File: src/rtl/ps2_rx_fifo.sv
// PS/2 device-to-host receiver: 11-bit frames checked for start/parity/stop, good bytes queued in a show-ahead FIFO.
// Byte visible 2 clk after synced stop-bit fall; rd_en pops next edge; byte dropped with overflow pulse when full and not popped.
module ps2_rx_fifo #(
    parameter int FIFO_DEPTH     = 8,
    parameter int TIMEOUT_CYCLES = 5000
) (
    input  logic       clk,
    input  logic       rst_n,
    input  logic       ps2_clk,
    input  logic       ps2_data,
    input  logic       rd_en,
    output logic [7:0] code,
    output logic       empty,
    output logic       full,
    output logic       frame_err,
    output logic       overflow
);
    localparam int AW = $clog2(FIFO_DEPTH);
    localparam int TW = $clog2(TIMEOUT_CYCLES + 1);

    typedef enum logic [1:0] {IDLE, DATA, PARITY, STOP} state_t;

    logic          clk_s1, clk_s2, clk_prev, dat_s1, dat_s2;
    logic          fall;
    state_t        state, state_nxt;
    logic [7:0]    shreg, shreg_nxt;
    logic [2:0]    bit_cnt, bit_cnt_nxt;
    logic          parity_ok, parity_ok_nxt;
    logic [TW-1:0] tmo_cnt;
    logic          push, ferr_nxt;

    logic [7:0]    mem [FIFO_DEPTH];
    logic [AW-1:0] rd_ptr, wr_ptr;
    logic [AW:0]   count;
    logic          do_push, do_pop;

    // Synchronizers reset high so releasing reset never looks like a falling edge.
    always_ff @(posedge clk or negedge rst_n) begin
        if (!rst_n) begin
            clk_s1   <= 1'b1;
            clk_s2   <= 1'b1;
            clk_prev <= 1'b1;
            dat_s1   <= 1'b1;
            dat_s2   <= 1'b1;
        end else begin
            clk_s1   <= ps2_clk;
            clk_s2   <= clk_s1;
            clk_prev <= clk_s2;
            dat_s1   <= ps2_data;
            dat_s2   <= dat_s1;
        end
    end

    assign fall = clk_prev & ~clk_s2;

    always_comb begin
        state_nxt     = state;
        shreg_nxt     = shreg;
        bit_cnt_nxt   = bit_cnt;
        parity_ok_nxt = parity_ok;
        push          = 1'b0;
        ferr_nxt      = 1'b0;
        if (fall) begin
            case (state)
                IDLE: begin
                    if (!dat_s2) begin
                        state_nxt   = DATA;
                        bit_cnt_nxt = 3'd0;
                    end
                end
                DATA: begin
                    shreg_nxt   = {dat_s2, shreg[7:1]};
                    bit_cnt_nxt = bit_cnt + 3'd1;
                    if (bit_cnt == 3'd7) state_nxt = PARITY;
                end
                PARITY: begin
                    parity_ok_nxt = ^{shreg, dat_s2};
                    state_nxt     = STOP;
                end
                STOP: begin
                    if (dat_s2 && parity_ok) push = 1'b1;
                    else                     ferr_nxt = 1'b1;
                    state_nxt = IDLE;
                end
                default: state_nxt = IDLE;
            endcase
        end else if (state != IDLE && tmo_cnt == TW'(TIMEOUT_CYCLES - 1)) begin
            state_nxt = IDLE;
            ferr_nxt  = 1'b1;
        end
    end

    always_ff @(posedge clk or negedge rst_n) begin
        if (!rst_n) begin
            state     <= IDLE;
            shreg     <= 8'h00;
            bit_cnt   <= 3'd0;
            parity_ok <= 1'b0;
            tmo_cnt   <= '0;
            frame_err <= 1'b0;
            overflow  <= 1'b0;
        end else begin
            state     <= state_nxt;
            shreg     <= shreg_nxt;
            bit_cnt   <= bit_cnt_nxt;
            parity_ok <= parity_ok_nxt;
            tmo_cnt   <= (fall || state_nxt == IDLE) ? '0 : tmo_cnt + TW'(1);
            frame_err <= ferr_nxt;
            overflow  <= push & full & ~rd_en;
        end
    end

    // A pop in the same cycle frees the slot, so a full FIFO still accepts the push.
    assign do_pop  = rd_en & ~empty;
    assign do_push = push & (~full | do_pop);

    assign empty = (count == '0);
    assign full  = (count == (AW + 1)'(FIFO_DEPTH));
    assign code  = empty ? 8'h00 : mem[rd_ptr];

    always_ff @(posedge clk) begin
        if (do_push) mem[wr_ptr] <= shreg;
    end

    always_ff @(posedge clk or negedge rst_n) begin
        if (!rst_n) begin
            rd_ptr <= '0;
            wr_ptr <= '0;
            count  <= '0;
        end else begin
            if (do_push) wr_ptr <= wr_ptr + AW'(1);
            if (do_pop)  rd_ptr <= rd_ptr + AW'(1);
            case ({do_push, do_pop})
                2'b10:   count <= count + (AW + 1)'(1);
                2'b01:   count <= count - (AW + 1)'(1);
                default: count <= count;
            endcase
        end
    end
endmodule
File: config.mk
export PLATFORM = sky130hd
export DESIGN_NAME = ps2_rx_fifo
export DESIGN_NICKNAME = d
export VERILOG_FILES = /design/src/rtl/ps2_rx_fifo.sv
export SDC_FILE = /design/constraint.sdc
export NUM_CORES = 1
export LEC_CHECK = 0
export CAP_MARGIN = 15
export CELL_PAD_IN_SITES_DETAIL_PLACEMENT = 1
export CELL_PAD_IN_SITES_GLOBAL_PLACEMENT = 1
export CORE_ASPECT_RATIO = 0.9
export CORE_MARGIN = 1.5
export CORE_UTILIZATION = 45
export DETAILED_ROUTE_END_ITERATION = 10
export DONT_BUFFER_PORTS = 1
export PLACE_DENSITY_LB_ADDON = 0.08
export SLEW_MARGIN = 5
export SYNTH_ARGS = -nofsm -noshare
export SYNTH_HDL_FRONTEND = slang
export SYNTH_SLANG_ARGS = --single-unit
export TNS_END_PERCENT = 5
File: constraint.sdc
create_clock -name clk -period 5.47 [get_ports clk]
set_input_delay 0.547 -clock clk [delete_from_list [all_inputs] [get_ports clk]]
set_output_delay 0.547 -clock clk [all_outputs]
set_load 0.005 [all_outputs]
==> impl_results.md, run 1 <==
* Outcome: completed
* Clock Tree Root: clkbuf_8
* Die area at about 0.011 mm^2
* Worst endpoint data arrival time at around 2 ns
* Syn Inst Count at roughly 290
* Flops & latches, synth at between 100 and 150
* CP peak stage delay at around 0.9 ns
* CP Depth at 3
* Mux cell area share after synthesis at around an eighth
* Area fraction in compound gates after synthesis at under 10%
* Resized cells post-CTS at 0
* Reg clk slew, reported paths at 0.09 ns
* # setup viols final at 0
* Worst Reg-to-Reg Cells at 5
* Slew Viols, Final at 0
* Htree depth at 3
* Clock period minus worst slack at around 2.5 ns
* Chip Width at 109 um
* Critical path required time at just under 5 ns
* Fill cells at around 950
* GRT Overall Usage at between 15 and 20%
* Unrepaired setup endpoints after global routing: no
* Kind of critical path: flip-flop to output pin
* Initial antenna violation count at 0
* Post-Synth Adder-Cell Area at between 1.5 and 2%
* Hold depth at 0
* Post-Syn Area at 0.00452 mm^2
* Routed vias at roughly 2400
* Worst Clk Skew at slightly below 0.01 ns
* CP startpoint kind: flip-flop
* Post-synth ARST share at 40.7%
* Leading area contributor after synthesis: edfxtp_1
* Core Region at just under 0.01 mm^2
* Die H at between 90 and 100 um
* Max VDD drop at between 0.0002 and 0.00025 V
* Final ANT Viol Nets at 0
* Fin Setup TNS at 0 ns
* Clk buf depth at 2
* Slowest cell on crit path: dfrtp_1
* Global-route wire length before repair at roughly 14000 um
* Top_reg_cell synth: edfxtp_1
* Dominant combinational cell family by area after synthesis: multiplexers
* Post-Synthesis Net Count at between 300 and 400
* Fmax at between 300 and 400 MHz
* Cells along the critical path: mux4_2 -> mux2i_1 -> nor2_1
* Slew headroom at approximately 32%
* Total gr overflow at 0
* Top cells by area, synth: edfxtp_1 (43%), dfrtp_1 (22%), mux4_2 (8.0%), dfstp_2 (2.9%), xnor2_1 (2.9%)
* WP buf/inv at 0
* Final Hold Viols at 0
* Synthesis Warnings at 0
* Post-DP HPWL at 5410 um
* Vias in the first global route at 2481
* Syn_area_per_cell at 15.4 um^2
* Site row count at 34
* Tcrit/Tclk final at 46.0%
* Leakage at 1.80 nW
* Input/output buffers at 0
* Initial drt markers at 96
* Synthesis-to-layout area growth at 7.70%
* Power Density at 416 mW/mm^2
* Maxcap violations at 0
* HP Class: primary input to flip-flop
* Drt pass-1 iters at 4
* TritonCTS Buffers at 9
* DRC at 0
* Crit. End Element: output pin
* Simple-Gate Fraction of Synth Area at around 9.8%
* Final GP Congestion at 0.674
* Fraction of layout cells with a size suffix above 1 at 18.6%
* Final net count at about 310
* Largest net degree at the start of global routing at 45
* Final hold slack at 0.170 ns
* Final WL at a little over 8000 um
* Post-CTS setup buffer count at 0
* Fraction of the yosys area taken by sequential cells at around two thirds
* Clock net sink count at about 110
* Synth Area in XOR/XNOR at under 10%
* Ports at 17
* Slew of the pin with the lowest slew margin at between 1 and 1.5 ns
* Number of synthesized flops with an enable pin at 64
* CP delay by family, top: flip-flops
* Routed len/inst at between 15 and 20 um
* Clk_lat worst skew at around 0.37 ns
* Via density at around 5.4
* Yosys cell types at 42
* Top-area cell type share of the netlist area at 42.5%
* Diodes inserted at 0
* CP Max Fanout at 18
* Initial core utilization at 46.6%
* TritonCTS clock tree: yes
* Utilization after layout at between 50% and 60%
-- cell type report --
cell class / instances / area [um^2] / share of cell area, %
clock buffer: 10 / 128 / 2.62
tap: 126 / 158 / 3.24
clock inverter: 6 / 31.3 / 0.643
sequential: 108 / 3030 / 62.2
timing repair buffer: 9 / 87.6 / 1.80
multi-input combinational: 171 / 1420 / 29.2
inverter: 3 / 11.3 / 0.231
-- layer usage --
layer	track usage [%]	vias up	wire (um)	share of wire, %
met3	4.47	12	262	3.2
met2	26.9	34	3860	47
met5	0	-	0	0
li1	-	1091	-	-
met1	24.5	1215	4000	48
met4	5.77	0	132	1.6
-- path summary, 6_finish.rpt --
check                          start         end  slack (ns)
setup reg to reg            clk_prev   mem[4][4]        2.99
hold reg to reg               dat_s1      dat_s2        0.36
min in group asynchronous      rst_n  tmo_cnt[6]        0.68
hold / removal              ps2_data      dat_s1        0.17
max in group asynchronous      rst_n      clk_s2        4.51
setup / recovery           rd_ptr[1]     code[2]        2.96
-- sequential cells by signal, indices dropped and copies added, names as in the netlist, 2 cells and up --
name and flops:
tmo_cnt 13, mem 64, rd_ptr 3, wr_ptr 3
count 4, state 2, bit_cnt 3, shreg 8
-- what timing repair did --
action,4_1_cts,5_1_grt
hold buffers,1,1
endpoints found under the setup margin,0,0
hold endpoints to repair,44,1
-- synthesized netlist by cell type, types with 2 or more instances --
master,n
and2_1,2
nor3_1,9
a22o_1,2
nor2_1,31
nand2b_1,4
ha_1,6
nor4_1,2
xor2_1,11
dfrtp_1,39
mux2i_1,9
mux4_2,16
nand2_1,22
inv_1,3
xnor2_1,15
buf_6,2
edfxtp_1,64
nand3_1,7
mux2_2,10
nand4_1,2
and3_1,2
buf_2,4
dfstp_2,5
buf_1,2
clkbuf_1,2
o21ai_0,5
-- kinds of logic (layout without fill, tap and decap cells) --
group,after synthesis,in the layout
muxes,36,36
DFF,108,108
xor gates and xnor gates,26,26
adders and majority gates,6,6
buffers and inverters,14,28
and+or+nand+nor,90,90
AOI/OAI and AO/OA,13,13
-- cell usage in the layout (no fill, tap or decap), drive strengths merged, types with 3 or more instances in the layout --
cell | synthesis | routed
mux4 | 16 | 16
clkinvlp | 0 | 3
ha | 6 | 6
dfstp | 5 | 5
nand3 | 7 | 7
clkinv | 0 | 3
mux2i | 9 | 9
xnor2 | 15 | 15
dfrtp | 39 | 39
o21ai | 7 | 7
nand4 | 3 | 3
inv | 3 | 3
buf | 8 | 5
xor2 | 11 | 11
nor3 | 9 | 9
nor2 | 32 | 32
nand2 | 22 | 22
mux2 | 11 | 11
clkbuf | 3 | 13
edfxtp | 64 | 64
nand2b | 4 | 4
-- where the power goes --
group          internal, mW  switching (mW)
Sequential            0.974           0.160
Combinational         0.268           0.209
Clock                 0.160           0.255
Total                  1.40           0.624
-- per-stage QoR --
step / total power, mW / setup slack, ns / cell area (um^2) / std cells
2_1_floorplan: 1.50 / 2.95 / 4520 / 293
3_3_place_gp: 1.61 / 2.67 / 4640 / 411
3_5_place_dp: 1.63 / 2.56 / 4640 / 411
4_1_cts: 2.06 / 2.54 / 4830 / 428
5_1_grt: 2.15 / 2.79 / 4870 / 433
6_report: 2.03 / 2.96 / 4870 / 433
Power figures use the tool's default switching activity.
==> run 2: changes to the inputs <==
==> constraint.sdc (replaced) <==
create_clock -name clk -period 2.45 [get_ports clk]
set_input_delay 0.245 -clock clk [delete_from_list [all_inputs] [get_ports clk]]
set_output_delay 0.245 -clock clk [all_outputs]
set_load 0.005 [all_outputs]
==> impl_results.md, run 2 (synthesis results as in run 1) <==
* Diodes inserted at 0 (unchanged)
* DRC at 0 (unchanged)
* CP Max Fanout at 8 (was 18)
* Input/output buffers at 0 (unchanged)
* Final GP Congestion at 0.727 (was 0.674)
* Clk buf depth at 2 (unchanged)
* Slew Viols, Final at 0 (unchanged)
* Max reg flops at 64 (unchanged)
* Core Region at 0.00970 mm^2 (unchanged)
* Site row count at 34 (unchanged)
* Kind of critical path: flip-flop to flip-flop (was flip-flop to output pin)
* Initial core utilization at 46.6% (unchanged)
* Combinational share of power at 24.1% (was 23.6%)
* Fill cells at 968 (was 952)
* Most common cell after layout, fill and taps aside: edfxtp_1 (unchanged)
* Worst Clk Skew at 0.00914 ns (was 0.00980 ns)
* Clock Tree Root: clkbuf_8 (unchanged)
* Fin Setup TNS at 0 ns (unchanged)
* Post-DP HPWL at 5410 um (about the same)
* HP Class: primary input to flip-flop (unchanged)
* Worst Reg-to-Reg Cells at 5 (unchanged)
* # setup viols final at 0 (unchanged)
* Routed len/inst at 18.2 um (was 19.1 um)
* Pre-CTS WS at 0.270 ns (was 2.56 ns)
* Resized cells post-CTS at 0 (unchanged)
* WP buf/inv at 1 (was 0)
* Maxcap violations at 0 (unchanged)
* Vias in the first global route at 2492 (was 2481)
* Fraction of layout cells with a size suffix above 1 at 21.3% (was 18.6%)
* Reg2reg start: clk_prev (unchanged)
* CP startpoint kind: flip-flop (unchanged)
* CP delay by family, top: simple AND/OR/NAND/NOR gates (was flip-flops)
* Sequential share of power at 52.3% (was 55.9%)
* Sw power at 1.44 mW (was 624 uW)
* TritonCTS clock tree: yes (unchanged)
* Clk_lat worst skew at 0.36 ns (was 0.37 ns)
* Critical path required time at 2.53 ns (was 4.92 ns)
* Initial antenna violation count at 0 (unchanged)
* Final ANT Viol Nets at 0 (unchanged)
* CP peak stage delay at 0.54 ns (was 0.89 ns)
* Global-route wire length before repair at 13600 um (about the same)
* Cells along the critical path: nor2b_1 -> nand4_4 -> or2_1 -> nor3_1 -> buf_4 (was mux4_2 -> mux2i_1 -> nor2_1)
* Clock Power Share at 23.6% (was 20.5%)
* Die H at 98.1 um (unchanged)
* Chip Width at 109 um (unchanged)
* Leakage at 1.87 nW (was 1.80 nW)
* Largest Register: mem (unchanged)
* Most frequent cells in the layout: edfxtp_1 (64), dfrtp_1 (39), nor2_1 (31) (unchanged)
* Via density at 5.36 (was 5.43)
* Ports at 17 (unchanged)
* Max VDD drop at 0.000584 V (was 0.000210 V)
* Final Instance Area at 0.00499 mm^2 (was 0.00487 mm^2)
* Worst endpoint data arrival time at 2.25 ns (was 1.97 ns)
* Final Hold Viols at 0 (unchanged)
* Hold depth at 2 (was 0)
* Largest net degree at the start of global routing at 45 (unchanged)
* Internal at 3.28 mW (was 1.40 mW)
* Clock period minus worst slack at between 2 and 2.5 ns
* Reg2Reg Setup Slack at 0.28 ns (was 2.99 ns)
* Reg clk slew, reported paths at 0.10 ns (was 0.09 ns)
* Synthesis-to-layout area growth at 10.5% (was 7.70%)
* Worst r2r dst: mem[5][3] (was mem[4][4])
* Hold wc startpoint: rd_en (was ps2_data)
* Worst setup margin at 0.277 ns (was 2.96 ns)
* Slew headroom at 65.2% (was 32.3%)
* Crit. End Element: flip-flop (was output pin)
* Outcome: completed (unchanged)
* Routed vias at 2365 (was 2352)
* Tcrit/Tclk final at around 90%
* Total gr overflow at 0 (unchanged)
* Final WL at 8040 um (was 8250 um)
* Initial drt markers at 71 (was 96)
* Clock net sink count at 108 (unchanged)
* Final net count at 321 (was 313)
* Fmax at roughly 460 MHz
* Slowest cell on crit path: dfstp_2 (was dfrtp_1)
* Hold EP: rd_ptr[0] (was dat_s1)
* Drt pass-1 iters at 4 (unchanged)
* Final hold slack at 0.119 ns (was 0.170 ns)
* GRT Overall Usage at 17.1% (was 17.5%)
* Top Registers: mem (64), tmo_cnt (13), shreg (8) (unchanged)
* Slew of the pin with the lowest slew margin at 0.522 ns (was 1.01 ns)
* TritonCTS Buffers at 9 (unchanged)
* Unrepaired setup endpoints after global routing: no (unchanged)
* Utilization after layout at 51.5% (was 50.2%)
* Htree depth at 3 (unchanged)
* Switching Share at 30.5% (was 30.8%)
* Die area at 0.0107 mm^2 (unchanged)
* Power Density at 944 mW/mm^2 (was 416 mW/mm^2)
* Dpl cell area at 0.00472 mm^2 (was 0.00464 mm^2)
==> run 2: worst max path at each step <==
stage	startpoint	end	slack, ns	depth (start not counted)
final	clk_prev	mem[5][3]	0.28	5
after CTS	clk_prev	mem[5][3]	0.25	5
after detailed placement	clk_prev	mem[5][4]	0.27	5
after floorplan	clk_prev	mem[4][0]	0.13	5
after global routing	clk_prev	mem[4][7]	0.14	5
after global placement	clk_prev	mem[1][3]	0.34	5
==> run 2: routing by layer <==
layer	GRT usage [%]	wire length [um]	vias to the layer above
met1	25.2	3920	1219
met5	0	0	-
met2	25.7	3800	29
li1	-	-	1110
met3	3.67	254	7
met4	4.66	65	0
==> run 2: power by group through the flow <==
stage	Clock, mW	Sequential [mW]	Combinational, mW
after CTS	1.15	2.47	1.16
after floorplan	0	2.36	0.975
after detailed placement	0	2.51	1.13
after global routing	1.22	2.52	1.27
final	1.11	2.47	1.13
after global placement	0	2.50	1.12
==> run 2: per-stage QoR <==
step	instances	power [mW]
2_1_floorplan	293	3.34
3_3_place_gp	420	3.61
3_5_place_dp	420	3.64
4_1_cts	441	4.79
5_1_grt	441	5.00
6_report	441	4.71
==> run 2: cell type report <==
type	instances	area, um^2	area share [%]
inverters	3	11.3	0.226
multi-input cells	171	1430	28.6
well taps	126	158	3.16
clock buffers	9	124	2.48
clock inverters	7	85.1	1.70
repair buffers	17	158	3.16
flip-flops and latches	108	3030	60.7
==> run 2: what timing repair did <==
item                                   CTS  global route
hold buffers                             5             0
setup buffers                            0             0
endpoints found under the hold margin   47             0
==> run 3: changes to the inputs <==
==> constraint.sdc (replaced) <==
create_clock -name clk -period 2.3 [get_ports clk]
set_input_delay 0.23 -clock clk [delete_from_list [all_inputs] [get_ports clk]]
set_output_delay 0.23 -clock clk [all_outputs]
set_load 0.005 [all_outputs]
==> impl_results.md, run 3 (synthesis results as in run 1) <==
* Outcome: completed (unchanged)
* Final Hold Viols at 0 (unchanged)
* CP startpoint kind: flip-flop (unchanged)
* Input/output buffers at 0 (unchanged)
* Leakage at 1.86 nW (was 1.87 nW)
* Slew headroom at 64.9% (was 65.2%)
* Die H at 98.1 um (unchanged)
* Power Density at 987 mW/mm^2 (was 944 mW/mm^2)
* Initial drt markers at 73 (was 71)
* Global-route wire length before repair at 13600 um (about the same)
* Routed len/inst at 18.4 um (was 18.2 um)
* Max reg flops at 64 (unchanged)
* Routed vias at 2365 (unchanged)
* Initial antenna violation count at 0 (unchanged)
* Slew Viols, Final at 0 (unchanged)
* Clock period minus worst slack at 2.10 ns (was 2.17 ns)
* Ports at 17 (unchanged)
* Worst Clk Skew at 0.00886 ns (was 0.00914 ns)
* CP delay by family, top: simple AND/OR/NAND/NOR gates (unchanged)
* Critical path required time at 2.59 ns (was 2.53 ns)
* HP Class: primary input to flip-flop (unchanged)
* Cells along the critical path: nor4_2 -> and2b_1 -> nand2_1 -> xnor2_1 -> ha_1 -> o32ai_1 -> xor2_1 (was nor2b_1 -> nand4_4 -> or2_1 -> nor3_1 -> buf_4)
* Via density at 5.36 (unchanged)
* Maxcap violations at 0 (unchanged)
* TritonCTS Buffers at 9 (unchanged)
* Top Registers: mem (64), tmo_cnt (13), shreg (8) (unchanged)
* Drt pass-1 iters at 4 (unchanged)
* Clk_lat worst skew at 0.36 ns (about the same)
* Most common cell after layout, fill and taps aside: edfxtp_1 (unchanged)
* Final ANT Viol Nets at 0 (unchanged)
* Most frequent cells in the layout: edfxtp_1 (64), dfrtp_1 (39), nor2_1 (31) (unchanged)
* Clk buf depth at 2 (unchanged)
* Max VDD drop at 0.000620 V (was 0.000584 V)
* Final GP Congestion at 0.727 (about the same)
* Synthesis-to-layout area growth at 10.0% (was 10.5%)
* Worst endpoint data arrival time at 2.39 ns (was 2.25 ns)
* Kind of critical path: flip-flop to flip-flop (unchanged)
* CP Max Fanout at 7 (was 8)
* # setup viols final at 0 (unchanged)
* Crit. End Element: flip-flop (unchanged)
* TritonCTS clock tree: yes (unchanged)
* Pre-CTS WS at 0.125 ns (was 0.270 ns)
* Clock Power Share at 21.7% (was 23.6%)
* Cells after DPL at 420 (unchanged)
* Chip Width at 109 um (unchanged)
* Initial core utilization at 46.6% (unchanged)
* Hold EP: rd_ptr[0] (unchanged)
* Internal at 3.38 mW (was 3.28 mW)
* WP buf/inv at 0 (was 1)
* Tcrit/Tclk final at 91.4% (was 88.7%)
* Hold wc startpoint: rd_en (unchanged)
* Sequential share of power at 53.6% (was 52.3%)
* Die area at 0.0107 mm^2 (unchanged)
* Worst Setup SP: count[1] (was clk_prev)
* Final net count at 321 (unchanged)
* Htree depth at 3 (unchanged)
* Largest Register: mem (unchanged)
* Unrepaired setup endpoints after global routing: no (unchanged)
* Worst setup margin at 0.199 ns (was 0.277 ns)
* Finished Layout Cells at 441 (unchanged)
* Reg clk slew, reported paths at 0.10 ns (about the same)
* Combinational share of power at 24.7% (was 24.1%)
* Slew of the pin with the lowest slew margin at 0.527 ns (was 0.522 ns)
* Fmax at 476 MHz (was 460 MHz)
* Fin Setup TNS at 0 ns (unchanged)
* Final WL at 8110 um (was 8040 um)
* Clock Tree Root: clkbuf_8 (unchanged)
* Slowest cell on crit path: dfrtp_1 (was dfstp_2)
* Post-DP HPWL at 5340 um (was 5410 um)
* Sw power at 1.53 mW (was 1.44 mW)
* Worst Reg-to-Reg Cells at 7 (was 5)
* Clock net sink count at 108 (unchanged)
* DRC at 0 (unchanged)
* Diodes inserted at 0 (unchanged)
* Vias in the first global route at 2518 (was 2492)
* Switching Share at 31.1% (was 30.5%)
* Total gr overflow at 0 (unchanged)
* Hold depth at 2 (unchanged)
* Core Region at 0.00970 mm^2 (unchanged)
* Reg2Reg Setup Slack at 0.20 ns (was 0.28 ns)
* CP peak stage delay at 0.48 ns (was 0.54 ns)
* Fraction of layout cells with a size suffix above 1 at 21.6% (was 21.3%)
* GRT Overall Usage at 17.1% (about the same)
* Worst r2r dst: count[2] (was mem[5][3])
* Largest net degree at the start of global routing at 45 (unchanged)
* Reg2reg start: count[1] (was clk_prev)
* Site row count at 34 (unchanged)
[run 3: area by class of cell]
class / instances / area (um^2)
fill: 962 / 4730
clock inverter: 7 / 61.3
sequential: 108 / 3030
clock buffer: 9 / 124
timing repair buffer: 17 / 158
multi-input combinational: 171 / 1430
inverter: 3 / 11.3
tap: 126 / 158
[run 3: worst register-to-register path, cell delays in order, from the launching register on]
cell and delay, ns:
dfrtp_1 0.48, nor4_2 0.33, and2b_1 0.27, nand2_1 0.18, xnor2_1 0.10, ha_1 0.20
o32ai_1 0.30, xor2_1 0.17
[run 3: through the flow]
stage | utilization (%) | power [mW] | hold slack [ns] | instance area (um^2)
floorplan | - | 3.56 | -0.0656 | 4530
global placement | 48.6 | 3.85 | -0.0646 | 4720
detailed placement | 48.6 | 3.88 | -0.0646 | 4720
CTS | 51.2 | 5.00 | 0.0712 | 4970
global route | 51.3 | 5.22 | 0.0750 | 4970
finish | 51.3 | 4.91 | 0.0901 | 4970
[run 3: worst max-delay path by stage]
stage                            to  slack [ns]  cells after the start
after floorplan           mem[4][0]       -0.02                      5
after detailed placement  mem[5][4]        0.12                      5
after global placement    mem[1][3]        0.19                      5
after global routing       count[2]      0.0007                      7
final                      count[2]        0.20                      7
after CTS                 mem[4][3]        0.10                      5
[run 3: repair_timing]
action                     4_1_cts  5_1_grt
gates resized for setup          0        1
setup endpoints to repair        0        8
hold buffers                     5        0
buffers inserted                 0        0
hold endpoints to repair        47        0
[run 3: per-layer routing]
layer,global-route usage (%),vias up,part of all wire (%)
met5,0,-,0
li1,-,1106,-
met1,24.7,1207,48
met4,4.55,0,0.90
met3,3.40,7,3.9
met2,26.5,45,48
[run 3: power groups by stage]
| stage | Clock (mW) | Sequential, mW | Combinational [mW] |
|---|---|---|---|
| after global routing | 1.18 | 2.68 | 1.37 |
| after floorplan | 0 | 2.52 | 1.04 |
| after CTS | 1.12 | 2.63 | 1.25 |
| final | 1.07 | 2.63 | 1.21 |
| after global placement | 0 | 2.66 | 1.19 |
| after detailed placement | 0 | 2.67 | 1.20 |
